$ cat src/rtl/dpdm_tx_arbiter.sv
// Shares the single DP/DM encoder between the NRZI data path and the handshake path.
// One owner at a time; the grant is held through the encoder EOP and followed by an inter-packet gap.
module dpdm_tx_arbiter #(
    parameter int IPG_CYCLES    = 4,
    parameter int START_TIMEOUT = 16,
    parameter int PH_PRIORITY   = 1
) (
    input  logic clock,
    input  logic reset,
    input  logic nrzi_req,
    input  logic nrzi_in_bit,
    input  logic nrzi_sending,
    input  logic ph_req,
    input  logic ph_in_bit,
    input  logic ph_sending,
    input  logic enc_out_done,
    output logic enc_in_bit,
    output logic enc_sending,
    output logic nrzi_grant,
    output logic ph_grant,
    output logic nrzi_done,
    output logic ph_done,
    output logic timeout_err,
    output logic busy
);

    localparam logic [2:0] ST_IDLE  = 3'd0;
    localparam logic [2:0] ST_GRANT = 3'd1;
    localparam logic [2:0] ST_SEND  = 3'd2;
    localparam logic [2:0] ST_DRAIN = 3'd3;
    localparam logic [2:0] ST_GAP   = 3'd4;

    localparam logic [7:0] GAP_LOAD = 8'(IPG_CYCLES - 1);
    localparam logic [7:0] TO_LAST  = 8'(START_TIMEOUT - 1);

    logic [2:0] state;
    logic [7:0] start_cnt;
    logic [7:0] gap_cnt;
    logic       winner_ph;
    logic       last_owner_ph;
    logic       pick_ph;
    logic       granted_sending;
    logic       granted_bit;

    // Only the registered grant selects the source, so the other requester is fully ignored.
    always_comb begin
        granted_sending = 1'b0;
        granted_bit     = 1'b0;
        if (nrzi_grant) begin
            granted_sending = nrzi_sending;
            granted_bit     = nrzi_in_bit;
        end else if (ph_grant) begin
            granted_sending = ph_sending;
            granted_bit     = ph_in_bit;
        end
    end

    always_comb begin
        if (ph_req && !nrzi_req)
            pick_ph = 1'b1;
        else if (nrzi_req && !ph_req)
            pick_ph = 1'b0;
        else if (PH_PRIORITY != 0)
            pick_ph = 1'b1;
        else
            pick_ph = !last_owner_ph;
    end

    assign enc_sending = granted_sending & ((state == ST_GRANT) || (state == ST_SEND));
    assign enc_in_bit  = granted_bit;
    assign busy        = (state != ST_IDLE);

    always_ff @(posedge clock) begin
        if (reset) begin
            state         <= ST_IDLE;
            nrzi_grant    <= 1'b0;
            ph_grant      <= 1'b0;
            nrzi_done     <= 1'b0;
            ph_done       <= 1'b0;
            timeout_err   <= 1'b0;
            start_cnt     <= 8'd0;
            gap_cnt       <= 8'd0;
            winner_ph     <= 1'b0;
            last_owner_ph <= 1'b1;
        end else begin
            nrzi_done   <= 1'b0;
            ph_done     <= 1'b0;
            timeout_err <= 1'b0;
            case (state)
                ST_IDLE: begin
                    if (nrzi_req || ph_req) begin
                        winner_ph  <= pick_ph;
                        ph_grant   <= pick_ph;
                        nrzi_grant <= !pick_ph;
                        start_cnt  <= 8'd0;
                        state      <= ST_GRANT;
                    end
                end
                ST_GRANT: begin
                    if (granted_sending) begin
                        state <= ST_SEND;
                    end else if (start_cnt == TO_LAST) begin
                        // Owner never started: release straight to IDLE, no gap needed.
                        timeout_err   <= 1'b1;
                        nrzi_grant    <= 1'b0;
                        ph_grant      <= 1'b0;
                        last_owner_ph <= winner_ph;
                        state         <= ST_IDLE;
                    end else begin
                        start_cnt <= start_cnt + 8'd1;
                    end
                end
                ST_SEND: begin
                    if (!granted_sending)
                        state <= ST_DRAIN;
                end
                ST_DRAIN: begin
                    if (enc_out_done) begin
                        gap_cnt       <= GAP_LOAD;
                        nrzi_grant    <= 1'b0;
                        ph_grant      <= 1'b0;
                        nrzi_done     <= !winner_ph;
                        ph_done       <= winner_ph;
                        last_owner_ph <= winner_ph;
                        state         <= ST_GAP;
                    end
                end
                ST_GAP: begin
                    if (gap_cnt == 8'd0)
                        state <= ST_IDLE;
                    else
                        gap_cnt <= gap_cnt - 8'd1;
                end
                default: state <= ST_IDLE;
            endcase
        end
    end

endmodule

$ cat config.mk
export PLATFORM = sky130hd
export DESIGN_NAME = dpdm_tx_arbiter
export DESIGN_NICKNAME = d
export VERILOG_FILES = /design/src/rtl/dpdm_tx_arbiter.sv
export SDC_FILE = /design/constraint.sdc
export NUM_CORES = 1
export LEC_CHECK = 0
export ABC_AREA = 0
export ABC_CLOCK_PERIOD_IN_PS = 2300
export CAP_MARGIN = 15
export CORE_MARGIN = 10
export CORE_UTILIZATION = 54
export DETAILED_ROUTE_END_ITERATION = 10
export PLACE_DENSITY = 0.74
export SLEW_MARGIN = 10
export SYNTH_ARGS = -nofsm -noshare
export SYNTH_HDL_FRONTEND = slang
export SYNTH_SLANG_ARGS = --single-unit
$ cat constraint.sdc
create_clock -name clock -period 2.3 [get_ports clock]
set_input_delay 0.23 -clock clock [delete_from_list [all_inputs] [get_ports clock]]
set_output_delay 0.23 -clock clock [all_outputs]
set_load 0.01 [all_outputs]
== Word-level counts from Yosys, hierarchy flattened ==
Index checks and enable logic that the tools add are counted.
Cells by class
  $add $sub $neg: 2
  mux-type cells: 28
  equal/unequal tests: 14
  bitwise gates (word level): 4
  reduce and logical (&&, ||, !) cells: 21
Operators by type and width (number)
  $mux 8: 5
  $pmux 8 s2: 2
  $mux 3: 6
  $pmux 3 s5: 1
  $ne 2x2->1 const B: 7
  $mux 1: 12
  $reduce_and 5->1: 2
  $add 8x1->8 const B: 1
  $eq 8x4->1 const B: 1
  $logic_not 8->1: 1
  $sub 8x1->8 const B: 1
  $eq 3x2->1 const B: 2
  $pmux 1 s3: 2
  $reduce_bool 3->1: 2
  $reduce_or 3->1: 2
  $logic_not 1->1: 4
  $reduce_and 4->1: 1
  $reduce_bool 2->1: 2
  $eq 3x1->1 const B: 1
  $eq 3x3->1 const B: 1
  $logic_not 3->1: 1
  $ne 3x2->1 const B: 1
  $not 1->1: 3
  $reduce_and 3->1: 1
  5 further kinds: 7
Storage, ports and cells
  output and inout bits: 8
  register bits after elaboration: 25
  word-level logic and storage cells: 78
  input port bits: 9

== Depth between registers and ports, before layout ==
  depth after elaboration: 7
  gate-level depth with buffers: 6
  mapped depth without buffers: 6

== Worst setup path before layout ==
OpenSTA, ideal clock, no wires.
  path kind: register to register
  start point: reg gap_cnt[2]
  end point: reg gap_cnt[5]
  library setup time: 0.121 ns
  data arrival time: 1.599 ns
  required time: 2.179 ns
  period minus slack after synthesis: 1.720 ns
  buffers on the path: 0
  cell stages (with the launch flop): 5
  slack: 0.580 ns
  cell sequence: dfxtp_1 -> or4_4 -> o31ai_4 -> nor3_2 -> mux2_4
On the way
  word-level cells in the longest chain between the ends: 3
  elaborated cells between the ends (all ways): 6
  classes of those cells: 1 x add/sub; 1 x eq/ne; 2 x mux; 2 x reduce/logical
RTL lines
  start: declaration: RTL line 38  | logic [7:0] gap_cnt;
  start signal: assignment: RTL line 132  | gap_cnt <= gap_cnt - 8'd1;
  $sub 8x1->8 / $logic_not 8->1 (equally long branches): RTL line 132, 129
  $mux 8 / $ne 2x2->1 (equally long branches)
  $pmux 8 s2 / $reduce_and 3->1 (equally long branches)
Several ways; a longest one is shown, not always the timed one. The select of a mux whose other input is x is not followed.
A chain may end at the register's enable or synchronous reset.

== Final worst setup path ==
  start point: reg nrzi_grant
  end point: out enc_sending
On the way
  word-level cells in the longest chain between the ends: 2
RTL lines
  start: declaration: RTL line 19  | output logic nrzi_grant,
  start signal: assignment: RTL line 94  | nrzi_grant <= !pick_ph;
  $mux 1: RTL line 49  | if (nrzi_grant) begin
  $and 1x1->1: RTL line 69  | assign enc_sending = granted_sending & ((state == ST_GRANT) || (state == ST_SEND));
  end: declaration: RTL line 18  | output logic enc_sending,
Every way passes these cells.

==> metrics.md <==
| Metric | Value |
|---|---|
| Status | `finished, final reports clean` |
| Die Wd | `70.53 µm` |
| DR DRC count | `0` |
| Number of flops mapped to enable cells by yosys | `0` |
| Clock Tree Buf Depth | `2` |
| Die area | `4974 µm²` |
| CTS tree | `yes` |
| Core Box Area | `2455 µm²` |
| Pwr dens | `508.4 nW/µm²` |
| Post-Syn Area | `1379 µm²` |
| Via Count | `1286` |
| TNS Setup | `0 ns` |
| Hold Path Class | `flip-flop to flip-flop` |
| Internal | `0.5746 mW` |
| Drt wl/cell | `15.35 µm` |
| Share of layout cells above drive strength 1 | `0.1356` |
| WP data arrival | `1.90 ns` |
| Sw Ratio | `0.2910` |
| Initial Utilization | `0.5617` |
| FF+latch count, synth | `25` |
| NetSw | `0.2359 mW` |
| Most frequent cells in the layout | `dfxtp_1, clkdlybuf4s50_1, nor3_1, nand2_1, o21ai_0` |
| Req. time, crit path | `2.07 ns` |
| Library cells used by synthesis | `50` |
| Reg power frac | `0.571` |
| Initial antenna violation count | `0` |
| Global placement routability congestion | `0.8477` |
| I/O Pins | `17` |
| Power Total | `0.8105 mW` |
| # nets final | `190` |
| Die height | `70.53 µm` |
| Clock Power Share | `0.262` |
| Syn. warnings | `0` |
| Tcrit/Tclk final | `0.9248` |
| Critical Path Fanout Max | `6` |
| Vias per cell | `6.213` |
| Routed WL | `3177 µm` |
| Setup Skew | `0.003569 ns` |
| Post-CTS setup buffers | `0` |
| Peak Freq | `470.1 MHz` |
| First-pass GRT wire length | `5595 µm` |
| Remaining antenna violation count | `0` |
| # resized after CTS | `0` |
| Worst-Skew Late Latency | `0.33 ns` |
| Clk slew on worst S/H paths | `0.15 ns` |
| Rows | `18` |
| Mapped Cells | `161` |
| Final HPWL DP | `2359 µm` |
| # port buffers | `16` |
| Unrepaired setup endpoints after global routing | `no` |
| Filler cells | `232` |
| H-tree depth | `1` |
| Synth Flop Type | `dfxtp_1` |
| Max Cap Viol | `0` |
| Worst VDD drop | `365.4 µV` |
| GR Overflow Total | `0` |
| Mean post-synth cell area | `8.564 µm²` |
| ANT cells | `0` |
| Area of the multi-input gates | `813.3 µm²` |
| Slew @ Worst Pin | `0.6088 ns` |
| Final Hold Vio Count | `0` |
| P&R area growth vs syn | `15.61%` |
| CTS Sinks | `25` |
| Logic pwr share | `0.167` |
| WS Path Type | `flip-flop to primary output` |
| Final slew viol count | `0` |
| Commonest non-fill, non-tap cell in the layout | `dfxtp_1` |
| Largest net degree at the start of global routing | `16` |
| Clock Tree Root | `clkbuf_4` |
| Initial DRC count | `62` |
| Hold_buf cts | `0` |
| Register-to-Register Path Depth | `4` |
| Inserted Clock Buffers | `3` |
| Final Setup Violations | `0` |
| Vias in the first global route | `1244` |
| Startpoint Class | `flip-flop` |
| Pleak | `0.5410 nW` |
| Relative slew slack | `0.5914` |
| DR pass1 iterations | `4` |
| Hold depth | `1` |
| Syn_nets | `173` |
| Sequential area share after synthesis | `0.3630` |
| Crit path capture type | `primary output` |
| Minimum clock period | `2.127 ns` |
| Async S/R FF share, synth | `0` |
| Register area | `500.5 µm²` |
| Gr usage total | `0.1288` |
==> power by group through the flow <==
| stage | clock (mW) | sequential (mW) | combinational, mW |
|---|---|---|---|
| finish | 0.212 | 0.463 | 0.135 |
| detailed placement | 0 | 0.472 | 0.131 |
| global route | 0.232 | 0.467 | 0.149 |
| floorplan | 0 | 0.462 | 0.0897 |
| global placement | 0 | 0.471 | 0.128 |
| CTS | 0.216 | 0.463 | 0.132 |
==> state kept, by name, indices dropped and copies added (netlist names) <==
name and flops:
gap_cnt 8, nrzi_done 1, nrzi_grant 1, ph_done 1
ph_grant 1, start_cnt 8, state 3, timeout_err 1
winner_ph 1
==> cell families after synthesis <==
logic type | after synthesis | share of synthesized area
simple gates | 68 | 0.3067
compound gates | 47 | 0.2323
flops | 25 | 0.3630
buf+inv | 15 | 0.04718
fa+ha+maj | 3 | 0.02723
xor+xnor | 2 | 0.01271
mux | 1 | 0.01089
==> critical path: stages (launching register included) <==
cell and delay [ns]:
dfxtp_1 0.39, nand3b_1 0.21, and2_1 0.20, nor3_1 0.20, clkdlybuf4s50_1 0.57
==> cell usage after synthesis (2+ instances only) <==
| cell | count | area (µm²) |
|---|---|---|
| o211ai_1 | 5 | 37.54 |
| dfxtp_1 | 25 | 500.5 |
| nor2_1 | 7 | 26.28 |
| a21oi_1 | 10 | 50.05 |
| nand3_1 | 5 | 25.02 |
| nor3b_4 | 2 | 37.54 |
| or2_2 | 2 | 12.51 |
| or3_1 | 2 | 12.51 |
| and2_1 | 2 | 12.51 |
| nor3_1 | 11 | 55.05 |
| clkbuf_1 | 4 | 15.01 |
| nand2b_1 | 3 | 18.77 |
| a311oi_1 | 3 | 26.28 |
| buf_4 | 2 | 15.01 |
| ha_1 | 3 | 37.54 |
| or3_2 | 4 | 30.03 |
| nand2_1 | 11 | 41.29 |
| a31oi_1 | 4 | 25.02 |
| a211oi_1 | 2 | 15.01 |
| o21ai_0 | 11 | 55.05 |
| nand3b_1 | 3 | 22.52 |
| and3_1 | 2 | 12.51 |
| nand4_1 | 3 | 18.77 |
| and4b_1 | 2 | 20.02 |
| inv_1 | 8 | 30.03 |
==> layout make-up <==
class | count | share of cell area
multi-input cells | 121 | 0.5102
flip-flops and latches | 25 | 0.3140
repair buffers | 19 | 0.1146
well taps | 30 | 0.02355
inverters | 8 | 0.01884
clock buffers | 3 | 0.01413
clock inverters | 1 | 0.004710
==> layer usage <==
metal  GRT usage  wire (µm)  share of wire
met3     0.02510        114          0.036
met1      0.1681       1618           0.51
met2      0.2026       1411           0.44
met5           0          0              0
met4     0.05161         33          0.010
==> path summary, 6_finish.rpt <==
check / startpoint / end / slack [ns]
max: nrzi_grant / enc_sending / 0.17
min: winner_ph / nrzi_done / 0.48
max reg2reg: state[0] / start_cnt[5] / 0.39
min reg2reg: winner_ph / nrzi_done / 0.48
==> through the flow <==
stage / worst slack, ns / std cells / utilization / hold WS (ns) / cell area (µm²)
6_report: 0.1729 / 207 / 0.6493 / 0.4771 / 1594
5_1_grt: 0.0006843 / 207 / 0.6493 / 0.4819 / 1594
4_1_cts: 0.07854 / 205 / 0.6432 / 0.4753 / 1579
3_5_place_dp: 0.2243 / 201 / 0.6310 / 0.4649 / 1549
3_3_place_gp: 0.2673 / 201 / 0.6310 / 0.4403 / 1549
2_1_floorplan: 0.5801 / 161 / - / 0.3891 / 1379
No activity file was read; power rests on OpenSTA's default activity.
